<file path="src/rtl/ysyx_25010008_lsu_pkg.sv">
// Shared types for the LSU: access sizes, FSM states, AXI response codes.
package ysyx_25010008_lsu_pkg;

  typedef enum logic [1:0] {
    SZ_B = 2'd0,
    SZ_H = 2'd1,
    SZ_W = 2'd2,
    SZ_D = 2'd3
  } size_e;

  typedef enum logic [2:0] {
    ST_IDLE,
    ST_CHK,
    ST_RD_A,
    ST_RD_D,
    ST_WR,
    ST_WR_B,
    ST_RSP
  } state_e;

  localparam logic [1:0] RESP_OKAY   = 2'd0;
  localparam logic [1:0] RESP_SLVERR = 2'd2;
  localparam logic [1:0] RESP_DECERR = 2'd3;

  // Access is unusable: not naturally aligned, or a doubleword on a 32-bit bus.
  function automatic logic bad_access(input logic [2:0] lo, input size_e sz, input int data_w);
    logic bad;
    case (sz)
      SZ_B:    bad = 1'b0;
      SZ_H:    bad = lo[0];
      SZ_W:    bad = (lo[1:0] != 2'b00);
      default: bad = (data_w != 64) || (lo != 3'b000);
    endcase
    return bad;
  endfunction

endpackage

</file>
<file path="src/rtl/ysyx_25010008_lsu_align.sv">
// Byte-lane steering: store data/strobe shift and load extract + extend.
module ysyx_25010008_lsu_align
  import ysyx_25010008_lsu_pkg::*;
#(
  parameter int DATA_W = 32
) (
  input  logic [$clog2(DATA_W/8)-1:0] i_off,
  input  size_e                       i_size,
  input  logic                        i_sext,
  input  logic [DATA_W-1:0]           i_wdata,
  input  logic [DATA_W-1:0]           i_rdata,
  output logic [DATA_W-1:0]           o_wdata,
  output logic [DATA_W/8-1:0]         o_wstrb,
  output logic [DATA_W-1:0]           o_rdata
);

  localparam int NB    = DATA_W / 8;
  localparam int MSB_W = $clog2(DATA_W);

  logic [NB-1:0]     w_smask;
  logic [MSB_W-1:0]  w_msb;
  logic [DATA_W-1:0] w_sh;
  logic [DATA_W-1:0] w_lmask;

  // Size decode: strobe pattern before shifting and MSB index of the loaded field.
  always_comb begin
    w_smask = '0;
    w_msb   = '0;
    case (i_size)
      SZ_B: begin w_smask = NB'(1);  w_msb = MSB_W'(7);  end
      SZ_H: begin w_smask = NB'(3);  w_msb = MSB_W'(15); end
      SZ_W: begin w_smask = NB'(15); w_msb = MSB_W'(31); end
      default: begin w_smask = {NB{1'b1}}; w_msb = MSB_W'(DATA_W-1); end
    endcase
  end

  assign o_wdata = i_wdata << {i_off, 3'b000};
  assign o_wstrb = w_smask << i_off;

  // Load path: bring the addressed bytes to bit 0, keep the field, fill the rest.
  assign w_sh    = i_rdata >> {i_off, 3'b000};
  assign w_lmask = {DATA_W{1'b1}} >> (MSB_W'(DATA_W-1) - w_msb);
  assign o_rdata = (w_sh & w_lmask) | ((i_sext && w_sh[w_msb]) ? ~w_lmask : '0);

endmodule

</file>
<file path="src/rtl/ysyx_25010008_lsu_axi.sv">
// Single-outstanding load/store unit bridging EXU requests onto AXI4-Lite.
module ysyx_25010008_lsu_axi
  import ysyx_25010008_lsu_pkg::*;
#(
  parameter int DATA_W = 32,
  parameter int ADDR_W = 32,
  parameter int TMO_W  = 8
) (
  input  logic                clock,
  input  logic                reset,
  // EXU request / response
  input  logic                req_valid,
  output logic                req_ready,
  input  logic                req_wen,
  input  logic [ADDR_W-1:0]   req_addr,
  input  logic [DATA_W-1:0]   req_wdata,
  input  logic [1:0]          req_size,
  input  logic                req_sext,
  output logic                rsp_valid,
  input  logic                rsp_ready,
  output logic [DATA_W-1:0]   rsp_rdata,
  output logic                rsp_err,
  // AXI4-Lite read
  output logic [ADDR_W-1:0]   araddr,
  output logic                arvalid,
  input  logic                arready,
  input  logic [DATA_W-1:0]   rdata,
  input  logic [1:0]          rresp,
  input  logic                rvalid,
  output logic                rready,
  // AXI4-Lite write
  output logic [ADDR_W-1:0]   awaddr,
  output logic                awvalid,
  input  logic                awready,
  output logic [DATA_W-1:0]   wdata,
  output logic [DATA_W/8-1:0] wstrb,
  output logic                wvalid,
  input  logic                wready,
  input  logic [1:0]          bresp,
  input  logic                bvalid,
  output logic                bready
);

  localparam int NB    = DATA_W / 8;
  localparam int OFF_W = $clog2(NB);
  localparam int TW    = (TMO_W > 0) ? TMO_W : 1;

  state_e            r_state, w_state_nxt;
  logic              r_wen, r_sext;
  size_e             r_size;
  logic [ADDR_W-1:0] r_addr;
  logic [DATA_W-1:0] r_wdata;
  logic              r_aw_done, r_w_done;
  logic              r_err;
  logic [DATA_W-1:0] r_rdata;
  logic [TW-1:0]     r_tmo;

  logic              w_bad, w_tmo_hit, w_aw_ok, w_w_ok;
  logic [DATA_W-1:0] w_ld_data;

  ysyx_25010008_lsu_align #(.DATA_W(DATA_W)) u_align (
    .i_off   (r_addr[OFF_W-1:0]),
    .i_size  (r_size),
    .i_sext  (r_sext),
    .i_wdata (r_wdata),
    .i_rdata (rdata),
    .o_wdata (wdata),
    .o_wstrb (wstrb),
    .o_rdata (w_ld_data)
  );

  assign w_bad     = bad_access(r_addr[2:0], r_size, DATA_W);
  assign w_tmo_hit = (TMO_W > 0) && (r_tmo == {TW{1'b1}});
  assign w_aw_ok   = r_aw_done || (awvalid && awready);
  assign w_w_ok    = r_w_done  || (wvalid  && wready);

  // Handshake outputs decode straight from state so an async reset clears them at once.
  assign req_ready = (r_state == ST_IDLE);
  assign arvalid   = (r_state == ST_RD_A);
  assign rready    = (r_state == ST_RD_D);
  assign awvalid   = (r_state == ST_WR) && !r_aw_done;
  assign wvalid    = (r_state == ST_WR) && !r_w_done;
  assign bready    = (r_state == ST_WR_B);
  assign rsp_valid = (r_state == ST_RSP);
  assign araddr    = r_addr;
  assign awaddr    = r_addr;
  assign rsp_err   = r_err;
  assign rsp_rdata = r_rdata;

  // State register.
  always_ff @(posedge clock or negedge reset) begin
    if (!reset) r_state <= ST_IDLE;
    else        r_state <= w_state_nxt;
  end

  // Next-state: timeout wins over any beat arriving in the same cycle.
  always_comb begin
    w_state_nxt = r_state;
    case (r_state)
      ST_IDLE: if (req_valid) w_state_nxt = ST_CHK;
      ST_CHK:  begin
        if (w_bad)      w_state_nxt = ST_RSP;
        else if (r_wen) w_state_nxt = ST_WR;
        else            w_state_nxt = ST_RD_A;
      end
      ST_RD_A: begin
        if (w_tmo_hit)    w_state_nxt = ST_RSP;
        else if (arready) w_state_nxt = ST_RD_D;
      end
      ST_RD_D: if (w_tmo_hit || rvalid) w_state_nxt = ST_RSP;
      ST_WR: begin
        if (w_tmo_hit)             w_state_nxt = ST_RSP;
        else if (w_aw_ok && w_w_ok) w_state_nxt = ST_WR_B;
      end
      ST_WR_B: if (w_tmo_hit || bvalid) w_state_nxt = ST_RSP;
      ST_RSP:  if (rsp_ready) w_state_nxt = ST_IDLE;
      default: w_state_nxt = ST_IDLE;
    endcase
  end

  // Request capture, channel-done flags, timeout counter and response payload.
  always_ff @(posedge clock or negedge reset) begin
    if (!reset) begin
      r_wen     <= 1'b0;
      r_sext    <= 1'b0;
      r_size    <= SZ_B;
      r_addr    <= '0;
      r_wdata   <= '0;
      r_aw_done <= 1'b0;
      r_w_done  <= 1'b0;
      r_err     <= 1'b0;
      r_rdata   <= '0;
      r_tmo     <= '0;
    end else begin
      case (r_state)
        ST_IDLE: if (req_valid) begin
          r_wen   <= req_wen;
          r_sext  <= req_sext;
          r_size  <= size_e'(req_size);
          r_addr  <= req_addr;
          r_wdata <= req_wdata;
          r_err   <= 1'b0;
          r_rdata <= '0;
        end
        ST_CHK: begin
          r_aw_done <= 1'b0;
          r_w_done  <= 1'b0;
          r_tmo     <= '0;
          if (w_bad) r_err <= 1'b1;
        end
        ST_RD_A, ST_RD_D, ST_WR, ST_WR_B: begin
          r_tmo <= r_tmo + 1'b1;
          if (w_tmo_hit) begin
            r_err   <= 1'b1;
            r_rdata <= '0;
          end else begin
            if (r_state == ST_RD_D && rvalid) begin
              r_err   <= (rresp != RESP_OKAY);
              r_rdata <= (rresp != RESP_OKAY) ? '0 : w_ld_data;
            end
            if (awvalid && awready) r_aw_done <= 1'b1;
            if (wvalid && wready)   r_w_done  <= 1'b1;
            if (r_state == ST_WR_B && bvalid) r_err <= (bresp != RESP_OKAY);
          end
        end
        default: ;
      endcase
    end
  end

endmodule

</file>
<file path="config.mk">
export PLATFORM = sky130hd
export DESIGN_NAME = ysyx_25010008_lsu_axi
export DESIGN_NICKNAME = d
export VERILOG_FILES = /design/src/rtl/ysyx_25010008_lsu_pkg.sv /design/src/rtl/ysyx_25010008_lsu_align.sv /design/src/rtl/ysyx_25010008_lsu_axi.sv
export SDC_FILE = /design/constraint.sdc
export NUM_CORES = 1
export LEC_CHECK = 0
export ABC_AREA = 1
export CELL_PAD_IN_SITES_DETAIL_PLACEMENT = 0
export CELL_PAD_IN_SITES_GLOBAL_PLACEMENT = 1
export CORE_MARGIN = 5
export CORE_UTILIZATION = 32
export CTS_BUF_LIST = sky130_fd_sc_hd__clkbuf_4
export DETAILED_ROUTE_END_ITERATION = 8
export GPL_TIMING_DRIVEN = 0
export HOLD_SLACK_MARGIN = 0.15
export PLACE_DENSITY_LB_ADDON = 0.1
export REMOVE_ABC_BUFFERS = 1
export SETUP_SLACK_MARGIN = 0.4
export SLEW_MARGIN = 20
export SYNTH_ARGS = -nofsm -noshare
export SYNTH_HDL_FRONTEND = slang
export SYNTH_SLANG_ARGS = --single-unit
</file>
<file path="constraint.sdc">
create_clock -name clock -period 2.3 [get_ports clock]
set_input_delay 0.46 -clock clock [delete_from_list [all_inputs] [get_ports clock]]
set_output_delay 0.46 -clock clock [all_outputs]
set_load 0.01 [all_outputs]
</file>
Word level (Yosys, flattened, before mapping)

Cells that the tools add are included.

Add/sub/neg operators: 2
Magnitude comparators: 1
Equal/unequal tests: 21
Shift operators: 4
Muxes and demuxes: 35
Bitwise operators: 3
Reductions and logical operators: 29

Operators by type and width:

| kind                    | count |
|---|---|
| $mux W32                | 5 |
| $pmux W32 S2            | 1 |
| $and A32 B32 Y32        | 1 |
| $not A32 Y32            | 1 |
| $or A32 B32 Y32         | 1 |
| $shl A32 B5 Y32         | 1 |
| $shr A32 B5 Y32         | 1 |
| $shr A32 B5 Y32 const A | 1 |
| $mux W3                 | 10 |
| $pmux W3 S7             | 1 |
| $pmux W8 S2             | 1 |
| $mux W1                 | 10 |
| $ne A2 B2 Y1 const B    | 5 |
| $pmux W5 S2             | 1 |
| $reduce_bool A2 Y1      | 5 |
| $eq A3 B3 Y1 const B    | 3 |
| $reduce_and A3 Y1       | 3 |
| $add A8 B1 Y8 const B   | 1 |
| $eq A8 B8 Y1 const B    | 1 |
| $logic_and A1 B1 Y1     | 8 |
| $pmux W4 S2             | 1 |
| $eq A3 B2 Y1 const B    | 2 |
| $lt A5 B6 Y1 const B    | 1 |
| $ne A2 B1 Y1 const B    | 3 |
| other kinds (21)        | 27 |

Bits in registers: 114
Input bits: 113
Output and inout port bits: 140
Word-level logic and storage cells: 106

Depth between registers and ports, before layout

Depth in word-level cells: 11
Depth in mapped cells: 11
Mapped depth without buffers: 9

Cells and area by module

A second synthesis with hierarchy kept.

Cells, all modules: 712
Area total of the unflattened synthesis: 6307.3 um2

Modules (own cells, without submodules):

| module                  | instances | cells an instance | area an instance (um2) | seq. area each (um2) |
|---|---|---|---|---|
| ysyx_25010008_lsu_axi   | 1         | 475               | 5134.9                 | 2852.7 |
| ysyx_25010008_lsu_align | 1         | 237               | 1172.4                 | 0.0 |

Worst setup path before layout

Ideal clock, no wire load.

Kind: register to output
From: register r_addr[0], in the netlist araddr[0]
To: output wdata[17]
Arrival time: 1.606 ns
Data required time: 1.840 ns
Slack: 0.234 ns
Cell stages (with the launch flop): 7
Buffers on the path: 3
Path through: dfrtp_1 buf_2 inv_2 clkbuf_1 clkbuf_1 nor2_1 o32ai_1

Longest elaborated chain between the ends: 1

RTL lines:

| item                   | line                          | RTL |
|---|---|---|
| from (decl)            | ysyx_25010008_lsu_axi.sv:51   | `logic [ADDR_W-1:0] r_addr;` |
| from (signal assigned) | ysyx_25010008_lsu_axi.sv:140  | `r_addr <= req_addr;` |
| $shl A32 B5 Y32        | ysyx_25010008_lsu_align.sv:37 | `assign o_wdata = i_wdata << {i_off, 3'b000};` |
| to (decl)              | ysyx_25010008_lsu_axi.sv:35   | `output logic [DATA_W-1:0] wdata,` |

No other way between the ends.

Final worst setup path

From: register r_size[1]
To: output wstrb[3]

Longest elaborated chain between the ends: 3
Elaborated cells between the ends (all ways): 4
Those cells by class: eq/ne (1); shift (1); mux (1); reduce/logical (1)

RTL lines:

| item                                                    | line                          | RTL |
|---|---|---|
| from (decl)                                             | ysyx_25010008_lsu_axi.sv:50   | `size_e r_size;` |
| from (signal assigned)                                  | ysyx_25010008_lsu_axi.sv:139  | `r_size <= size_e'(req_size);` |
| $eq A2 B1 Y1 / $logic_not A2 Y1 (equally long branches) | ysyx_25010008_lsu_align.sv:29 | `case (i_size)` |
| $pmux W4 S2 (*)                                         | ysyx_25010008_lsu_align.sv:29 |  |
| $shl A4 B2 Y4 (*)                                       | ysyx_25010008_lsu_align.sv:38 | `assign o_wstrb = w_smask << i_off;` |
| to (decl)                                               | ysyx_25010008_lsu_axi.sv:36   | `output logic [DATA_W/8-1:0] wstrb,` |

Mark *: on every way between the ends. The rest lies on a longest branch, timed or not.

==> Flow_metrics.wiki <==
{| class="wikitable"
! Metric !! Value
|-
| Static leakage power || 5.36 nW
|-
| Cell variety after synth || 34
|-
| Largest driver fanout on the critical path || 6
|-
| Via count of the first global-routing pass || 6539
|-
| Violations in the final reports || setup timing
|-
| Starting density of the core || 32.8%
|-
| Placed cells || 1099
|-
| Share of cells above drive strength 1 || 39.9%
|-
| Number of buffers between clock root and the deepest sink || 2
|-
| R2R setup slack || 0.19 ns
|-
| First-pass GRT wire length || 37200 µm
|-
| Floorplan row count || 49
|-
| Part of the power in combinational logic || 68.5%
|-
| Period Utilization, post-route || 100%
|-
| Post-Route WL || 25500 µm
|-
| Count of mapped cells out of synthesis || 681
|-
| Clock sink count || 114
|-
| Final weighted congestion in routability-driven placement || 0.822
|-
| Register bit total from synthesis || 114
|-
| Mapped cell area || 5950 µm²
|-
| Drt first-iter violations || 286
|-
| Cell count of the worst hold path || 2
|-
| TritonCTS clock tree || done
|-
| Total count of hold-check failures in the final report || 0
|-
| Number of cells traversed by the worst register-to-register path || 13
|-
| Input/output buffers || 252
|-
| Number of clock buffers inserted by TritonCTS || 17
|-
| Worst Max-Slew Pin Slew || 0.806 ns
|-
| Setup repair after global routing missed its margin || yes
|-
| VDD IR-drop max || 0.712 mV
|-
| GRT Util Overall || 22.1%
|-
| Final slew viol count || 0
|-
| Post-layout worst setup margin || -0.00311 ns
|-
| Pin count of the biggest net entering global routing || 68
|-
| Total negative slack || -0.00326 ns
|-
| Fill cell total of the finished layout || 1609
|-
| Post-layout power || 15.6 mW
|-
| Most common cell after layout, fill and taps aside || nand2_1
|-
| Power density over cell area || 1420 nW/µm²
|-
| Commonest non-fill, non-tap cells in the layout || nand2_1 (111), clkdlybuf4s50_1 (110), dfrtp_1 (108), dlygate4sd2_1 (92), buf_6 (49)
|-
| Worst-case clock skew || 0.0253 ns
|-
| # H-tree levels || 4
|-
| Source of the worst hold timing path || rsp_rdata[13]$_DFFE_PN0P_
|-
| Hold Worst Slack || 0.479 ns
|-
| Residual overflow from global routing || 0
|-
| Capturing element type of the critical path || output pin
|-
| Post-synth ARST share || 100%
|-
| Sequential area share after synthesis || 47.9%
|-
| Internal Dissipation || 8.58 mW
|-
| Number of nets with antenna violations after routing || 0
|-
| Sort of element at the start of the critical path || flop
|-
| Worst flop-to-flop path endpoint || rsp_rdata[28]$_DFFE_PN0P_
|-
| Endpoint arrival time on the critical path || 1.84 ns
|-
| Share of total power in sequential cells || 22.9%
|-
| Switching share of total power || 45.0%
|-
| Detailed Routing Iterations Pass 1 || 5
|-
| Buffer cell driving the clock tree root || clkbuf_4
|-
| Worst min path class || reg2reg
|-
| Count of non-filler cells in the finished layout || 1245
|-
| Total number of yosys warnings || 0
|-
| Run status || finished, violations left
|-
| Number of synthesized flops with an enable pin || 0
|-
| Residual DRC count || 0
|-
| Final count of negative-setup-slack endpoints || 2
|-
| Overall die width || 146 µm
|-
| Dominant register cell in the synthesized netlist || dfrtp_1
|-
| Max-Cap Viols || 0
|-
| Die extent in y || 146 µm
|-
| Latest clock arrival within the worst-skew pair || 0.54 ns
|-
| HPWL after DPL || 14000 µm
|-
| Worst slew slack as a fraction of its limit || 46.2%
|-
| Core area || 18100 µm²
|-
| Via count of the routed design || 6393
|-
| Type of the setup path with the least slack || reg2out
|-
| Hold EP || rsp_rdata[13]$_DFFE_PN0P_
|-
| Die area || 21400 µm²
|-
| Startpoint of the worst register-to-register path || r_state[1]$_DFFE_PN0P_
|-
| Min Tclk post-route || 2.30 ns
|-
| Average via count per standard cell || 5.13
|-
| Post-synthesis average cell area || 8.74 µm²
|-
| Data required time at the worst endpoint || 1.84 ns
|-
| Reported net switching power || 7.02 mW
|-
| Clock transition at the registers of the reported paths || 0.11 ns
|-
| Routed length per placed instance || 20.5 µm
|-
| # nets final || 1116
|-
| Area overhead of the layout relative to synthesis || 84.7%
|-
| Part of the total power dissipated in the clock network || 8.6%
|-
| Antenna violations before repair || 3
|-
| I/O pin count || 253
|-
| Fmax achieved || 434 MHz
|}
==> sequential cells by signal (all words and copies together), names as in the netlist, 2 cells and up <==
| signal | flops |
|---|---|
| r_wdata | 32 |
| rsp_rdata | 32 |
| r_tmo | 8 |
| r_size | 2 |
| araddr | 32 |
| r_state | 3 |
==> critical path, cell delays in order, from the launching register on <==
cell        delay, ns
dfrtp_4          0.47
buf_6            0.13
clkinvlp_4       0.26
a22oi_2          0.29
buf_2            0.16
==> layout make-up <==
class / instances / area (µm²) / area share (%)
Timing Repair Buffer: 355 / 3680 / 33.5
Clock inverter: 12 / 86.3 / 0.785
Multi-Input combinational cell: 471 / 3680 / 33.5
Inverter: 39 / 193 / 1.75
Tap cell: 229 / 287 / 2.61
Timing Repair inverter: 4 / 45.0 / 0.410
Clock buffer: 20 / 150 / 1.37
Sequential cell: 114 / 2870 / 26.1
Antenna cell: 1 / 2.50 / 0.0228
==> per-stage QoR <==
stage | area, µm² | utilization (%) | setup slack [ns]
global placement | 8350 | 46.0 | -4.08
global route | 11000 | 60.6 | -0.139
finish | 11000 | 60.6 | -0.00311
floorplan | 5550 | - | -0.567
CTS | 9710 | 53.5 | -0.0428
detailed placement | 8460 | 46.6 | -1.01
==> worst max path at each step <==
stage,start,to,slack (ns)
2_1_floorplan,r_state[1]$_DFFE_PN0P_,araddr[10]$_DFFE_PN0P_,-0.57
3_3_place_gp,reset,araddr[29]$_DFFE_PN0P_,-4.08
3_5_place_dp,araddr[0]$_DFFE_PN0P_,wdata[7],-1.01
4_1_cts,araddr[0]$_DFFE_PN0P_,wstrb[2],-0.04
5_1_grt,araddr[0]$_DFFE_PN0P_,wdata[31],-0.14
6_report,r_size[1]$_DFFE_PN0P_,wstrb[3],-0.003
==> power groups by stage <==
stage          clock, mW  combinational, mW  sequential, mW
2_1_floorplan          0               2.89            3.96
3_3_place_gp           0               6.73            3.79
3_5_place_dp           0               6.96            3.65
4_1_cts             1.37               8.69            3.52
5_1_grt             1.47               11.4            3.70
6_report            1.34               10.7            3.58
==> cell usage after synthesis (all sizes together), types with 2 or more instances <==
library cell / instances / area share [%]
a211oi: 2 / 0.25
a21oi: 36 / 3.0
a22oi: 8 / 1.0
a31oi: 2 / 0.21
buf: 51 / 5.8
clkbuf: 16 / 1.0
dfrtp: 114 / 48
inv: 38 / 2.4
mux2: 55 / 10
mux2i: 7 / 1.2
nand2: 149 / 9.5
nand3: 45 / 4.2
nand4: 3 / 0.32
nor2: 69 / 4.7
nor3: 3 / 0.44
o21ai: 61 / 5.1
o22ai: 14 / 1.5
o32ai: 2 / 0.29
==> timing repair <==
| item | CTS | global route |
|---|---|---|
| endpoints found under the hold margin | 66 | 0 |
| hold buffers | 1 | 0 |
| pin swaps | 25 | 66 |
| setup buffers | 58 | 29 |
| endpoints found under the setup margin | 207 | 114 |
| gates resized for setup | 435 | 209 |
| cloned | 16 | 9 |
==> cell families after synthesis <==
kind of cell,after synthesis,share of synthesized area (%)
fa+ha+maj,1,0.210
mux,62,11.6
simple gates,271,19.3
flops,114,47.9
compound gates,127,11.6
buf+inv,106,9.31
==> metal layers <==
| layer | share of wire (%) | global-route usage [%] | wire, µm | vias to the layer above |
|---|---|---|---|---|
| met5 | 0.098 | 0 | 25 | - |
| met4 | 2.1 | 5.69 | 525 | 4 |
| met3 | 9.2 | 8.96 | 2350 | 39 |
| met2 | 48 | 35.4 | 12300 | 307 |
| met1 | 41 | 27.8 | 10400 | 3123 |
| li1 | - | - | - | 2920 |
Note: power is estimated with default switching activity, not from simulation.
